`src/rtl/fir_decimator.sv`:
```
// Decimating accumulator behind a FIR: sums DECIM samples, rounds, shifts and queues
// 16-bit results in a small FIFO. Define FIR_DECIM_SAT_EN to clamp instead of wrap.
module fir_decimator #(
  parameter int DECIM = 4,
  parameter int SHIFT = 2,
  parameter int DEPTH = 4
) (
  input  logic               clk,
  input  logic               rst,
  input  logic               sample,
  input  logic signed [31:0] in,
  output logic               out_valid,
  input  logic               out_ready,
  output logic signed [15:0] out_data,
  output logic               overflow
);

  localparam int CW = (DECIM > 1) ? $clog2(DECIM) : 1;
  localparam int AW = $clog2(DEPTH);
  localparam logic [CW-1:0] LAST_PHASE = CW'(DECIM - 1);
  // Half an output LSB; evaluates to zero when SHIFT is zero.
  localparam logic signed [47:0] ROUND = (48'sd1 <<< SHIFT) >>> 1;

  logic signed [47:0] acc;
  logic signed [47:0] in_ext;
  logic signed [47:0] sum;
  logic signed [47:0] shifted;
  logic [CW-1:0]      phase;
  logic               last_sample;
  logic signed [15:0] result;
  logic               push_pend;
  logic signed [15:0] push_data;

  assign in_ext      = {{16{in[31]}}, in};
  assign last_sample = sample && (phase == LAST_PHASE);
  assign sum         = acc + in_ext + ROUND;
  assign shifted     = sum >>> SHIFT;

`ifdef FIR_DECIM_SAT_EN
  // NOTE: result gets a value before any condition so no latch is inferred.
  always_comb begin
    result = shifted[15:0];
    if (shifted > 48'sd32767)
      result = 16'sh7FFF;
    else if (shifted < -48'sd32768)
      result = 16'sh8000;
  end
`else
  logic unused_high;
  assign result      = shifted[15:0];
  assign unused_high = ^shifted[47:16];
`endif

  // NOTE: state registers use non-blocking assignments so every flop samples pre-edge values.
  always_ff @(posedge clk or posedge rst) begin
    if (rst) begin
      acc       <= '0;
      phase     <= '0;
      push_pend <= 1'b0;
      push_data <= '0;
    end else begin
      push_pend <= last_sample;
      if (last_sample)
        push_data <= result;
      if (sample) begin
        if (last_sample) begin
          acc   <= '0;
          phase <= '0;
        end else begin
          acc   <= acc + in_ext;
          phase <= phase + 1'b1;
        end
      end
    end
  end

  // Output FIFO: pointers carry one extra wrap bit so full and empty differ.
  logic [AW:0]        wr_ptr;
  logic [AW:0]        rd_ptr;
  logic signed [15:0] mem [DEPTH];
  logic               empty;
  logic               full;
  logic               pop;
  logic               do_write;

  assign empty    = (wr_ptr == rd_ptr);
  assign full     = (wr_ptr[AW] != rd_ptr[AW]) && (wr_ptr[AW-1:0] == rd_ptr[AW-1:0]);
  assign pop      = !empty && out_ready;
  assign do_write = push_pend && (!full || pop);

  // NOTE: storage is not reset; empty pointers gate every read, so old contents are never seen.
  always_ff @(posedge clk) begin
    if (do_write)
      mem[wr_ptr[AW-1:0]] <= push_data;
  end

  always_ff @(posedge clk or posedge rst) begin
    if (rst) begin
      wr_ptr   <= '0;
      rd_ptr   <= '0;
      overflow <= 1'b0;
    end else begin
      if (do_write)
        wr_ptr <= wr_ptr + 1'b1;
      if (pop)
        rd_ptr <= rd_ptr + 1'b1;
      if (push_pend && full && !pop)
        overflow <= 1'b1;
    end
  end

  assign out_valid = !empty;
  assign out_data  = empty ? 16'sd0 : mem[rd_ptr[AW-1:0]];

endmodule

```
`config.mk`:
```
export PLATFORM = sky130hd
export DESIGN_NAME = fir_decimator
export DESIGN_NICKNAME = d
export VERILOG_FILES = /design/src/rtl/fir_decimator.sv
export SDC_FILE = /design/constraint.sdc
export NUM_CORES = 1
export LEC_CHECK = 0
export ABC_AREA = 0
export CORE_MARGIN = 1.5
export CORE_UTILIZATION = 47
export DETAILED_ROUTE_END_ITERATION = 8
export DONT_BUFFER_PORTS = 1
export HOLD_SLACK_MARGIN = 0.03
export PLACE_DENSITY = 0.71
export SKIP_CTS_REPAIR_TIMING = 1
export SLEW_MARGIN = 20
export SYNTH_ARGS = -nofsm -noshare
export SYNTH_HDL_FRONTEND = slang
export SYNTH_SLANG_ARGS = --single-unit
```
`constraint.sdc`:
```
create_clock -name clk -period 5.05 [get_ports clk]
set_clock_uncertainty 0.2 [all_clocks]
set_input_delay 0.7575 -clock clk [delete_from_list [all_inputs] [get_ports clk]]
set_output_delay 0.7575 -clock clk [all_outputs]
set_load 0.05 [all_outputs]
```
==> impl_metrics.csv <==
group,metric,value,unit
power_and_ir_drop,max-vdd-ir-drop,0.0002714,V
timing,whs,0.2173,ns
cells_and_area,fin_nets,513,
synthesis,ys_warn_count,0,
synthesis,ys.flop_type,"edfxtp_1",
floorplanning,dieArea,12870,sq um
placement,place_congestion,0.9143,
drt,routed_wirelength,11200,um
cells_and_area,multi_input_area,2456,sq um
timing,min_period_over_period,0.7210,
synthesis,synth-seq-area-share,0.5273,
setup_path,regToRegSetupSlack,1.69,ns
drt,drc,0,
floorplanning,die_w,113.4,um
power_and_ir_drop,seqPwrFrac,0.322,
cells_and_area,fillCellCount,1018,
setup_path,arrival,2.68,ns
timing,setup_tns,0,ns
synthesis,synth_edf_count,64,
cells_and_area,layout_common_cells,"edfxtp_1, dfrtp_1, inv_1",
drt,routed.top_layer,"met4",
drt,firstDrtPassIters,4,
synthesis,synthArstFlopShare,0.4074,
job,cap_violations,0,
drt,ant_nets,0,
synthesis,synth_seq_cells,108,
cells_and_area,final_common_cell,"edfxtp_1",
synthesis,synth_cell_type_count,74,
drt,route.vias.total,3505,
setup_path,r2r-end,"push_data[15]$_DFFE_PP0P_",
power_and_ir_drop,p_leak,2.357,nW
timing,finalHoldViolCount,0,
global_route,antenna_found_initial,0,
cells_and_area,regArea,3023,sq um
timing,finalSetupViolCount,0,
placement,port_buffers,0,
clock_tree,cts_sinks,108,
clock_tree,cts_root_buffer,"clkbuf_16",
setup_path,crit_slowest_cell,"dfrtp_1",
floorplanning,fp.coreArea,11960,sq um
power_and_ir_drop,swShare,0.4613,
timing,slew_viol_final,0,
timing,rsz0062_at_grt,"false",
timing,worst_pin_slew,1.007,ns
clock_tree,cts_tree,"yes",
power_and_ir_drop,pwr-share-comb,0.526,
drt,route.layer.met1.wl,5094,um
timing,setup_slack,1.409,ns
cells_and_area,diodes,0,
setup_path,r2r-start,"acc[9]$_DFFE_PP0P_",
clock_tree,max-clock-path-buffers,2,
cells_and_area,drive_above_1_share,0.1532,
global_route,grt_pass1_wl,18690,um
setup_path,path_max_fanout,19,
setup_path,critPathMaxStageDelay,0.90,ns
timing,fmax,274.7,MHz
drt,wl_met2,5509,um
drt,initialDrtViolationCount,229,
cells_and_area,area_growth,6.504,%
placement,place_ws,1.355,ns
setup_path,startpoint,"rd_ptr[1]$_DFFE_PP0P_",
floorplanning,die_h,113.4,um
synthesis,mappedNetlistArea,5733,sq um
power_and_ir_drop,switchingPower,2.059,mW
global_route,grt_max_degree,45,
clock_tree,clock_latency,0.35,ns
setup_path,endpoint,"out_data[10]",
placement,hpwl,7758,um
synthesis,syn_nets,525,
timing,finalCriticalPeriod,3.641,ns
power_and_ir_drop,powerDensity,731.2,nW/um^2
clock_tree,ctsHtreeMaxLevel,3,
drt,vias_per_cell,5.803,
setup_path,worstPathRequired,4.09,ns
drt,wl_per_cell,18.55,um
run_status,status,"completed",
floorplanning,std_cell_rows,40,
floorplanning,io_pins,54,
setup_path,worst-r2r-cell-count,9,
setup_path,path_cells,"xnor2_1, and3_1, nor2b_1",
synthesis,synthCells,464,
synthesis,postSynthAreaPerCell,12.36,sq um
clock_tree,numCtsBuffers,9,
global_route,grt-ovfl-total,0,
setup_path,start_kind,"flip-flop",
floorplanning,start_util,0.4793,
cells_and_area,fin_util,0.5105,
timing,slew_headroom,0.3279,
global_route,grt_pass1_vias,3617,
drt,wl_met3,585,um
clock_tree,path_clk_slew,0.08,ns
power_and_ir_drop,p_int,2.405,mW
min_path,hp-class,"input pin to asynchronous set/reset pin",
power_and_ir_drop,pwr-share-clk,0.152,
setup_path,crit_path_end_kind,"output port",
setup_path,path_class,"flip-flop to output port",
global_route,grt_usage,0.1849,
-- per-stage QoR --
step                      power, mW  instances  instance area, sq um
after floorplan               3.417        464                  5733
after global placement        3.723        588                  5813
after detailed placement      3.807        588                  5813
after CTS                     4.499        604                  6105
after global routing          4.779        604                  6106
final                         4.464        604                  6106
-- worst max-delay path: cells and delay by family (launching register included) --
kind / cells / cell delay (ns)
xor gates and xnor gates: 1 / 0.20
DFF: 1 / 0.90
and+or+nand+nor: 2 / 1.23
-- layer usage --
metal | global-route usage | vias up
met3 | 0.05313 | 2
met4 | 0.03500 | 0
li1 | - | 1699
met1 | 0.2445 | 1731
met5 | 0 | -
met2 | 0.3091 | 73
-- worst min-delay path by stage --
stage                                startpoint                  endpoint  slack, ns  cells after the start
after floorplan             push_pend$_DFF_PP0_      overflow$_DFFE_PP0P_       0.25                      1
after global placement    wr_ptr[2]$_DFFE_PP0P_     wr_ptr[2]$_DFFE_PP0P_       0.28                      1
after detailed placement  wr_ptr[2]$_DFFE_PP0P_     wr_ptr[2]$_DFFE_PP0P_       0.29                      1
after CTS                                sample        acc[6]$_DFFE_PP0P_       0.30                      1
after global routing                        rst     wr_ptr[1]$_DFFE_PP0P_       0.28                      1
final                                       rst  push_data[0]$_DFFE_PP0P_       0.22                      1
-- layout make-up --
cell class | count | share of cell area
Clock inverter | 7 | 0.01086
Timing Repair Buffer | 1 | 0.001230
Inverter | 38 | 0.02357
Tap cell | 147 | 0.03012
Clock buffer | 9 | 0.03689
Multi-Input combinational cell | 294 | 0.4023
Sequential cell | 108 | 0.4951
-- logic make-up (layout without fill, tap and decap cells) --
logic type,Yosys count,count (layout),share of synthesized area
DFF,108,108,0.5273
adders and majority gates,25,25,0.05587
buffers and inverters,62,55,0.04605
xor gates and xnor gates,31,31,0.04736
muxes,23,23,0.07661
AOI/OAI and AO/OA,99,99,0.1292
and+or+nand+nor,116,116,0.1176
-- state kept, by name, summed over array words and instances, names as in the netlist --
signal	cells
mem	64
rd_ptr	3
wr_ptr	3
phase	2
push_data	16
overflow	1
push_pend	1
acc	18
-- synth_stat cells (all sizes together), types with 6 or more instances --
cell,n,area share
xnor2,25,0.038
xor2,6,0.0092
inv,38,0.025
mux4,16,0.063
nor4,6,0.0087
nor2b,17,0.019
ha,24,0.052
nor3,9,0.0087
nand3,10,0.011
a21o,11,0.016
mux2,7,0.014
o21ai,18,0.016
o22ai,19,0.021
buf,9,0.011
nor2,13,0.0085
edfxtp,64,0.34
clkbuf,15,0.0098
nand2,29,0.019
dfrtp,44,0.19
a21oi,20,0.021
-- power groups by stage --
| stage | logic [mW] | clock network, mW | registers, mW |
|---|---|---|---|
| 2_1_floorplan | 2.05 | 0 | 1.37 |
| 3_3_place_gp | 2.29 | 0 | 1.43 |
| 3_5_place_dp | 2.35 | 0 | 1.46 |
| 4_1_cts | 2.36 | 0.702 | 1.44 |
| 5_1_grt | 2.57 | 0.737 | 1.47 |
| 6_report | 2.35 | 0.678 | 1.44 |
Power figures use the tool's default switching activity.
